**src/rtl/rx_phase_ctrl_if.sv**
```systemverilog
// Signal bundle between the phase-sweep controller and its requester/receive filter.
// master drives start and detection; slave is the controller.
interface rx_phase_ctrl_if #(
  parameter int unsigned ERR_BITS = 11
);
  logic                i_start;
  logic                i_detection;
  logic                o_enable;
  logic [1:0]          o_phase;
  logic                o_busy;
  logic                o_locked;
  logic [1:0]          o_best_phase;
  logic [ERR_BITS-1:0] o_min_err;

  modport master (
    output i_start, i_detection,
    input  o_enable, o_phase, o_busy, o_locked, o_best_phase, o_min_err
  );

  modport slave (
    input  i_start, i_detection,
    output o_enable, o_phase, o_busy, o_locked, o_best_phase, o_min_err
  );
endinterface

```
**src/rtl/rx_phase_ctrl.sv**
```systemverilog
// Receive-filter phase sweep: strobes the filter, scores each of 4 phases on PRBS9 errors
// and locks onto the best. Define RX_PHASE_CTRL_TRACK_EN for in-lock error tracking.
module rx_phase_ctrl #(
  parameter int unsigned N_DIV    = 4,
  parameter int unsigned SETTLE   = 16,
  parameter int unsigned WINDOW   = 1024,
  parameter int unsigned ERR_BITS = $clog2(WINDOW + 1),
  parameter int unsigned THRESH   = 8
) (
  input logic            clk,
  input logic            rst,
  rx_phase_ctrl_if.slave bus
);

`ifdef RX_PHASE_CTRL_TRACK_EN
  localparam bit TrackEn = 1'b1;
`else
  localparam bit TrackEn = 1'b0;
`endif

  localparam int unsigned DivW   = (N_DIV > 1) ? $clog2(N_DIV) : 1;
  localparam int unsigned CntMax = (SETTLE > WINDOW) ? SETTLE : WINDOW;
  localparam int unsigned CntW   = $clog2(CntMax + 1);

  localparam logic [DivW-1:0]     DivLast    = DivW'(N_DIV - 1);
  localparam logic [CntW-1:0]     SettleLast = CntW'(SETTLE - 1);
  localparam logic [CntW-1:0]     WindowLast = CntW'(WINDOW - 1);
  localparam logic [ERR_BITS-1:0] ErrMax     = '1;

  typedef enum logic [2:0] {StIdle, StSettle, StCount, StEval, StLock} state_e;

  logic [DivW-1:0] div_q;
  logic            enable_q;
  logic [1:0]      sym_q;
  logic            tick_q;
  logic [8:0]      hist_q;
  logic            sample_err;

  state_e              state_q, state_d;
  logic [1:0]          phase_q, phase_d;
  logic [CntW-1:0]     cnt_q, cnt_d;
  logic [ERR_BITS-1:0] err_q, err_d;
  logic [ERR_BITS-1:0] err_inc;
  logic [1:0]          best_q, best_d;
  logic [ERR_BITS-1:0] best_err_q, best_err_d;
  logic [1:0]          lock_phase_q, lock_phase_d;
  logic [ERR_BITS-1:0] lock_err_q, lock_err_d;
  logic                sweep;
  logic                better;

  // Enable divider and symbol tick run regardless of the sweep state.
  always_ff @(posedge clk or negedge rst) begin
    if (!rst) begin
      div_q    <= '0;
      enable_q <= 1'b0;
      sym_q    <= 2'd0;
      tick_q   <= 1'b0;
      hist_q   <= '0;
    end else begin
      div_q    <= (div_q == DivLast) ? '0 : div_q + 1'b1;
      enable_q <= (div_q == DivLast);
      if (enable_q) sym_q <= sym_q + 2'd1;
      tick_q   <= enable_q && (sym_q == 2'd3);
      if (tick_q) hist_q <= {hist_q[7:0], bus.i_detection};
    end
  end

  // Self-synchronising PRBS9 check: x^9 + x^5 + 1 against the sampled history.
  assign sample_err = bus.i_detection ^ hist_q[8] ^ hist_q[4];
  assign err_inc    = (err_q == ErrMax) ? err_q : err_q + ERR_BITS'(sample_err);
  assign better     = (err_q < best_err_q);

  always_ff @(posedge clk or negedge rst) begin
    if (!rst) begin
      state_q      <= StIdle;
      phase_q      <= 2'd0;
      cnt_q        <= '0;
      err_q        <= '0;
      best_q       <= 2'd0;
      best_err_q   <= '0;
      lock_phase_q <= 2'd0;
      lock_err_q   <= '0;
    end else begin
      state_q      <= state_d;
      phase_q      <= phase_d;
      cnt_q        <= cnt_d;
      err_q        <= err_d;
      best_q       <= best_d;
      best_err_q   <= best_err_d;
      lock_phase_q <= lock_phase_d;
      lock_err_q   <= lock_err_d;
    end
  end

  always_comb begin
    state_d      = state_q;
    phase_d      = phase_q;
    cnt_d        = cnt_q;
    err_d        = err_q;
    best_d       = best_q;
    best_err_d   = best_err_q;
    lock_phase_d = lock_phase_q;
    lock_err_d   = lock_err_q;
    sweep        = 1'b0;

    unique case (state_q)
      StIdle: sweep = bus.i_start;
      StSettle: begin
        if (tick_q) begin
          if (cnt_q == SettleLast) begin
            state_d = StCount;
            cnt_d   = '0;
            err_d   = '0;
          end else begin
            cnt_d = cnt_q + 1'b1;
          end
        end
      end
      StCount: begin
        if (tick_q) begin
          err_d = err_inc;
          if (cnt_q == WindowLast) begin
            state_d = StEval;
            cnt_d   = '0;
          end else begin
            cnt_d = cnt_q + 1'b1;
          end
        end
      end
      StEval: begin
        // Strict compare: on a tie the earlier (lower) phase is kept.
        if (better) begin
          best_d     = phase_q;
          best_err_d = err_q;
        end
        if (phase_q == 2'd3) begin
          state_d      = StLock;
          lock_phase_d = better ? phase_q : best_q;
          lock_err_d   = better ? err_q : best_err_q;
          cnt_d        = '0;
          err_d        = '0;
        end else begin
          phase_d = phase_q + 2'd1;
          state_d = StSettle;
        end
      end
      StLock: begin
        if (bus.i_start) begin
          sweep = 1'b1;
        end else if (TrackEn && tick_q) begin
          err_d = err_inc;
          if (cnt_q == WindowLast) begin
            cnt_d = '0;
            err_d = '0;
            sweep = (32'(err_inc) > THRESH);
          end else begin
            cnt_d = cnt_q + 1'b1;
          end
        end
      end
      default: state_d = StIdle;
    endcase

    if (sweep) begin
      state_d    = StSettle;
      phase_d    = 2'd0;
      cnt_d      = '0;
      err_d      = '0;
      best_d     = 2'd0;
      best_err_d = ErrMax;
    end
  end

  assign bus.o_enable     = enable_q;
  assign bus.o_phase      = (state_q == StLock) ? lock_phase_q : phase_q;
  assign bus.o_busy       = (state_q == StSettle) || (state_q == StCount) || (state_q == StEval);
  assign bus.o_locked     = (state_q == StLock);
  assign bus.o_best_phase = lock_phase_q;
  assign bus.o_min_err    = lock_err_q;

endmodule

```
**src/flat_wrapper.sv**
```systemverilog
// flat-port wrapper written by rule: the top's interface ports become plain ports
module rx_phase_ctrl_flat 
#(
  parameter int unsigned N_DIV    = 4,
  parameter int unsigned SETTLE   = 16,
  parameter int unsigned WINDOW   = 1024,
  parameter int unsigned ERR_BITS = $clog2(WINDOW + 1),
  parameter int unsigned THRESH   = 8
)
  (clk, rst, bus_i_start, bus_i_detection, bus_o_enable, bus_o_phase, bus_o_busy, bus_o_locked, bus_o_best_phase, bus_o_min_err);
  rx_phase_ctrl_if #(.ERR_BITS(ERR_BITS)) bus_i ();
  input logic clk;
  input logic rst;
  input wire logic [$bits(bus_i.i_start)-1:0] bus_i_start;
  input wire logic [$bits(bus_i.i_detection)-1:0] bus_i_detection;
  output wire logic [$bits(bus_i.o_enable)-1:0] bus_o_enable;
  output wire logic [$bits(bus_i.o_phase)-1:0] bus_o_phase;
  output wire logic [$bits(bus_i.o_busy)-1:0] bus_o_busy;
  output wire logic [$bits(bus_i.o_locked)-1:0] bus_o_locked;
  output wire logic [$bits(bus_i.o_best_phase)-1:0] bus_o_best_phase;
  output wire logic [$bits(bus_i.o_min_err)-1:0] bus_o_min_err;
  assign bus_i.i_start = bus_i_start;
  assign bus_i.i_detection = bus_i_detection;
  assign bus_o_enable = bus_i.o_enable;
  assign bus_o_phase = bus_i.o_phase;
  assign bus_o_busy = bus_i.o_busy;
  assign bus_o_locked = bus_i.o_locked;
  assign bus_o_best_phase = bus_i.o_best_phase;
  assign bus_o_min_err = bus_i.o_min_err;
  rx_phase_ctrl #(.N_DIV(N_DIV), .SETTLE(SETTLE), .WINDOW(WINDOW), .ERR_BITS(ERR_BITS), .THRESH(THRESH)) u_core (.clk(clk), .rst(rst), .bus(bus_i));
endmodule
```
**config.mk**
```make
export PLATFORM = sky130hd
export DESIGN_NAME = rx_phase_ctrl_flat
export DESIGN_NICKNAME = d
export VERILOG_FILES = /design/src/rtl/rx_phase_ctrl_if.sv /design/src/rtl/rx_phase_ctrl.sv /design/src/flat_wrapper.sv
export SDC_FILE = /design/constraint.sdc
export NUM_CORES = 1
export LEC_CHECK = 0
export CORE_MARGIN = 8
export CORE_UTILIZATION = 40
export DETAILED_ROUTE_END_ITERATION = 8
export PLACE_DENSITY = 0.55
export REMOVE_ABC_BUFFERS = 1
export SYNTH_ARGS = -nofsm -noshare
export SYNTH_HDL_FRONTEND = slang
export SYNTH_SLANG_ARGS = --single-unit
```
**constraint.sdc**
```tcl
create_clock -name clk -period 2.9 [get_ports clk]
set_clock_uncertainty 0.15 [all_clocks]
set_input_delay 0.58 -clock clk [delete_from_list [all_inputs] [get_ports clk]]
set_output_delay 0.58 -clock clk [all_outputs]
set_load 0.005 [all_outputs]
```
# Yosys cells after proc, flatten, opt, wreduce, memory -nomap -nowiden
# Cells that the tools add are included.
word_totals:
  regBits: 68
  out_inout_bits: 18
  wordCells: 84
classes:
  n_addsub: 5
  magnitude_cmp: 1
  n_eq_ne: 18
  mux: 33
  bitwise: 2
  n_reduce_logical: 12
op_table:
  columns: ["op", "n"]
  rows:
  - ["11-bit two-way mux", 14]
  - ["11-bit case mux with 3 select lines", 2]
  - ["3-bit two-way mux", 6]
  - ["2-bit two-way mux", 8]
  - ["3-bit by 1-bit != test with 1-bit output, second input constant", 5]
  - ["3-bit case mux with 4 select lines", 1]
  - ["11-bit by 1-bit adder with 11-bit output", 1]
  - ["11-bit by 1-bit adder with 11-bit output, second input constant", 1]
  - ["11-bit by 10-bit == test with 1-bit output, second input constant", 1]
  - ["11-bit == test, second input constant", 1]
  - ["11-bit by 4-bit == test with 1-bit output, second input constant", 1]
  - ["11-bit less-than comparator", 1]
  - ["2-bit by 1-bit adder with 2-bit output, second input constant", 3]
  - ["2-bit == test, second input constant", 3]
  - ["3-bit by 2-bit == test with 1-bit output, second input constant", 2]
  - ["6-bit AND reduction", 1]
  - ["5-bit AND reduction", 1]
  - ["2-bit by 1-bit != test with 1-bit output, second input constant", 2]
  - ["2-bit AND reduction", 2]
  - ["4-bit AND reduction", 1]
  - ["4-bit nonzero test", 1]
  - ["3-bit by 1-bit == test with 1-bit output, second input constant", 1]
  - ["3-bit == test, second input constant", 1]
  - ["3-bit zero test", 1]
  - ["8 further kinds", 10]

# Depth between registers and ports, before layout
logic_depth:
  ltp_word: 7
  mapped_depth: 10
  ltp_nobuf: 10

# Worst setup path before layout
# No wires, ideal clock.
synth_timing:
  kind: "input to register"
  from: "in bus_i_start"
  to: "reg u_core.err_q[5]"
  setup_time_ns: 0.104
  arrival_time_ns: 2.199
  setup_slack_ns: 0.447
  path_stages: 7
  path_buffers: 2
  path_cell_list: "or3b_1 > buf_2 > o221a_2 > or3_4 > or2_0 > buf_6 > o41ai_2"
synth_via:
  elab_chain_cells: 4
  elab_cells_between_ends: 10
  classes_between: "eq/ne (5); mux (3); reduce/logical (2)"
synth_rtl:
  columns: ["item", "line", "rtl"]
  rows:
  - ["start: declaration", "flat_wrapper.sv:14", "input wire logic [$bits(bus_i.i_start)-1:0] bus_i_start;"]
  - ["1-bit two-way mux", "rx_phase_ctrl.sv:148", "if (bus.i_start) begin"]
  - ["1-bit case mux with 2 select lines (*)", "rx_phase_ctrl.sv:106", "unique case (state_q)"]
  - ["3-bit by 1-bit != test with 1-bit output (no source line), or another cell as far along", null, null]
  - ["6-bit AND reduction (no source line)", null, null]
  - ["end signal: assignment", "rx_phase_ctrl.sv:87", "err_q <= err_d;"]
  - ["end: declaration", "rx_phase_ctrl.sv:42", "logic [ERR_BITS-1:0] err_q, err_d;"]
# Mark *: on every way between the ends. The rest lies on a longest branch, timed or not.
# A chain may end at the register's enable or synchronous reset.

# Worst setup path after layout
layout_timing:
  from: "reg u_core.state_q[1]"
  to: "out bus_o_phase[0]"
layout_via:
  elab_chain_cells: 2
layout_rtl:
  columns: ["item", "line", "rtl"]
  rows:
  - ["start: declaration", "rx_phase_ctrl.sv:39", "state_e state_q, state_d;"]
  - ["start signal: assignment", "rx_phase_ctrl.sv:75", "state_q <= StIdle;"]
  - ["start signal: assignment", "rx_phase_ctrl.sv:84", "state_q <= state_d;"]
  - ["3-bit == test", "rx_phase_ctrl.sv:175", "assign bus.o_phase = (state_q == StLock) ? lock_phase_q : phase_q;"]
  - ["2-bit two-way mux", "rx_phase_ctrl.sv:175", null]
  - ["end: declaration", "flat_wrapper.sv:17", "output wire logic [$bits(bus_i.o_phase)-1:0] bus_o_phase;"]
# Every way passes these cells.

==> results.md <==
- Outcome: finished clean
- Setup Slack @ Placement: 0.0205 ns
- GP Congestion: 0.798
- CP max stage delay: 0.55 ns
- Yosys cell types: 44
- Worst-path cell chain: nor2_1, nand2_1, mux2_2, clkdlybuf4s50_1
- Avg Cell Area, Syn: 9.42 um2
- Initial antenna violation count: 0
- Die X: 110 um
- Largest family of logic cells by synthesized area: simple AND/OR/NAND/NOR gates
- Area Growth Syn to Fin: 17.9%
- Top-count cell post-synth: dfrtp_1
- Via Count: 2775
- Number of global-route vias before repair: 2746
- # H-tree levels: 3
- Pins over their slew limit: 0
- Mapped Cells: 378
- CTS clock-pin slew for the worst setup and hold paths: 0.08 ns
- Remaining Overflow, GRT: 0
- Ports: 22
- RSZ-0062 raised after global routing: no
- Simple-gate share of the synthesized area: 18.4%
- Total Power: 2110 uW
- # DRC: 0
- Proportion of layout cells with a drive suffix above 1: 13.6%
- Antenna Cells: 0
- Adder-cell area share of the yosys netlist: 5.62%
- CP Launch Type: flop
- Rel. slew slack: 57.9%
- # hold bufs at CTS: 0
- Average wire per standard cell: 13.9 um
- Post-Syn Area: 3560 um2
- Die ar.: 12200 um2
- Ys async rst share: 100%
- Routed wire length: 7340 um
- Clock Root Buffer: clkbuf_8
- Worst Max-Slew Pin Slew: 0.631 ns
- Final Non-Filler Cells: 526
- Hold crit path type: in -> async
- Slowest stage cell, crit path: dfrtp_1
- Fin crit period: 2.71 ns
- Setup tns final: 0 ns
- Worst-path maximum fanout: 11
- Post-synthesis xor/xnor area fraction: 0.983%
- Top_reg_cell synth: dfrtp_1
- Core Box Area: 8680 um2
- Leak: 0.00204 uW
- # port buffers: 21
- Largest area contributor in the netlist: dfrtp_1
- Total track usage: 13.9%
- CTS tree: built
- Final period util: 93.4%
- Data required time at the worst endpoint: 2.17 ns
- Warning count from the yosys run: 0
- Layout Nets: 433
- Final WS setup: 0.190 ns
- TritonCTS buffer count: 9
- Pre-Repair DR Iteration Count: 4
- TritonCTS Sinks: 68
- FF+latch count, synth: 68
- Final core utilization: 48.4%
- Max IR drop VDD: 0.279 mV
- # setup viols final: 0
- Post-synthesis mux area share: 8.29%
- Dpl cells: 510
- DPL Wire Length: 5210 um
- Antenna viol nets, final: 0
- Kind of critical path: reg -> out
- Synth top area share: 47.8%
- Initial Util: 41.0%
- Iter 0 DRT Violations: 104
- Crit path capture type: primary output
- Power per Cell Area: 503 nW/um2
- Ranking of synthesized cells by area: dfrtp_1 (48%), o21ai_0 (5.9%), ha_1 (5.6%)
- Register area share after synthesis: 47.8%
- Clock tree buffer depth: 2
- Die Y: 110 um
- FP Rows: 34
- Post-synth EDFFs: 0
- CP Data Arrival Time: 1.98 ns
- Vias per cell: 5.28
- Clk_lat worst skew: 0.35 ns
- Post-CTS sizing: 0
- Max-cap violations: 0
- Post-synth top cells: dfrtp_1 (68), nor2_1 (49), nand2_1 (45)
- Achievable Freq: 0.369 GHz
- First-pass GRT wire length: 13200 um
- Post-synthesis compound-gate area fraction: 15.2%
- Hold Fails Final Rpt: 0
- Buf/Inv on CP: 1
- # Post-CTS Setup Buffers: 0
- Crit path max-delay family: flip-flops
- Largest net degree at the start of global routing: 44
layout make-up:
cell class,instances,area [um2]
tap,108,135
clock buffer,10,138
fill,844,4480
multi-input combinational,280,1730
clock inverter,6,63.8
timing repair buffer,41,380
inverter,13,48.8
sequential,68,1700
metrics by stage:
| stage | cell area [um2] | hold WS, ns |
|---|---|---|
| 6_report | 4200 | 0.0772 |
| 5_1_grt | 4200 | 0.112 |
| 4_1_cts | 4200 | 0.0970 |
| 3_5_place_dp | 4000 | 0.278 |
| 3_3_place_gp | 4000 | 0.264 |
| 2_1_floorplan | 3480 | 0.134 |
cells in the final DEF, fill, tap and decap left out, drive strengths merged, types with 2 or more instances in the layout:
cell and count:
a211o 2, a21oi 22, a31oi 4, and2 4, and3 5, buf 21, clkbuf 10, clkdlybuf4s50 20
clkinv 3, clkinvlp 2, dfrtp 68, ha 16, inv 13, mux2 12, mux2i 16, nand2 45
nand2b 5, nand3 13, nand4 6, nor2 49, nor2b 2, nor3 4, nor4 2, o21ai 42
o31ai 9, o41ai 3, or2 2, or3 2, xnor2 3
metal layers:
layer  part of all wire (%)  global-route usage (%)  vias up
li1                       -                       -     1395
met1                     45                    17.3     1338
met2                     48                    21.9       29
met3                    3.7                    3.37       13
met4                    2.4                    7.04        0
met5                      0                       0        -
report_power, final:
part           total [uW]  switching, uW  internal [uW]
Combinational         229            127            102
Sequential           1090           79.6           1010
Clock                 794            375            418
flip-flops by register name (all words and copies together) (netlist names), 3 cells and up:
signal / cells
u_core.best_err_q: 11
u_core.bus.o_min_err: 11
u_core.cnt_q: 11
u_core.err_q: 11
u_core.hist_q: 9
u_core.state_q: 3
logic make-up (layout without fill, tap and decap cells):
group | after synthesis | after routing
multiplexers | 28 | 28
flip-flops | 68 | 68
buffers and inverters | 30 | 70
adder cells (fa/ha/maj) | 16 | 16
XOR/XNOR | 4 | 4
AO/OA/AOI/OAI | 90 | 90
AND/OR/NAND/NOR | 142 | 142
final timing paths:
| path | startpoint | endpoint | slack (ns) | cells past startpoint |
|---|---|---|---|---|
| max reg2reg | u_core.cnt_q[4] | u_core.err_q[5] | 0.31 | 7 |
| min | rst | u_core.bus.o_min_err[3] | 0.08 | 1 |
| max in group asynchronous | rst | u_core.cnt_q[7] | 1.89 | 2 |
| min reg2reg | u_core.div_q[0] | u_core.div_q[0] | 0.29 | 1 |
| max | u_core.state_q[1] | bus_o_phase[0] | 0.19 | 4 |
| min in group clk | u_core.div_q[0] | u_core.div_q[0] | 0.29 | 1 |
No activity file was read; power rests on OpenSTA's default activity.
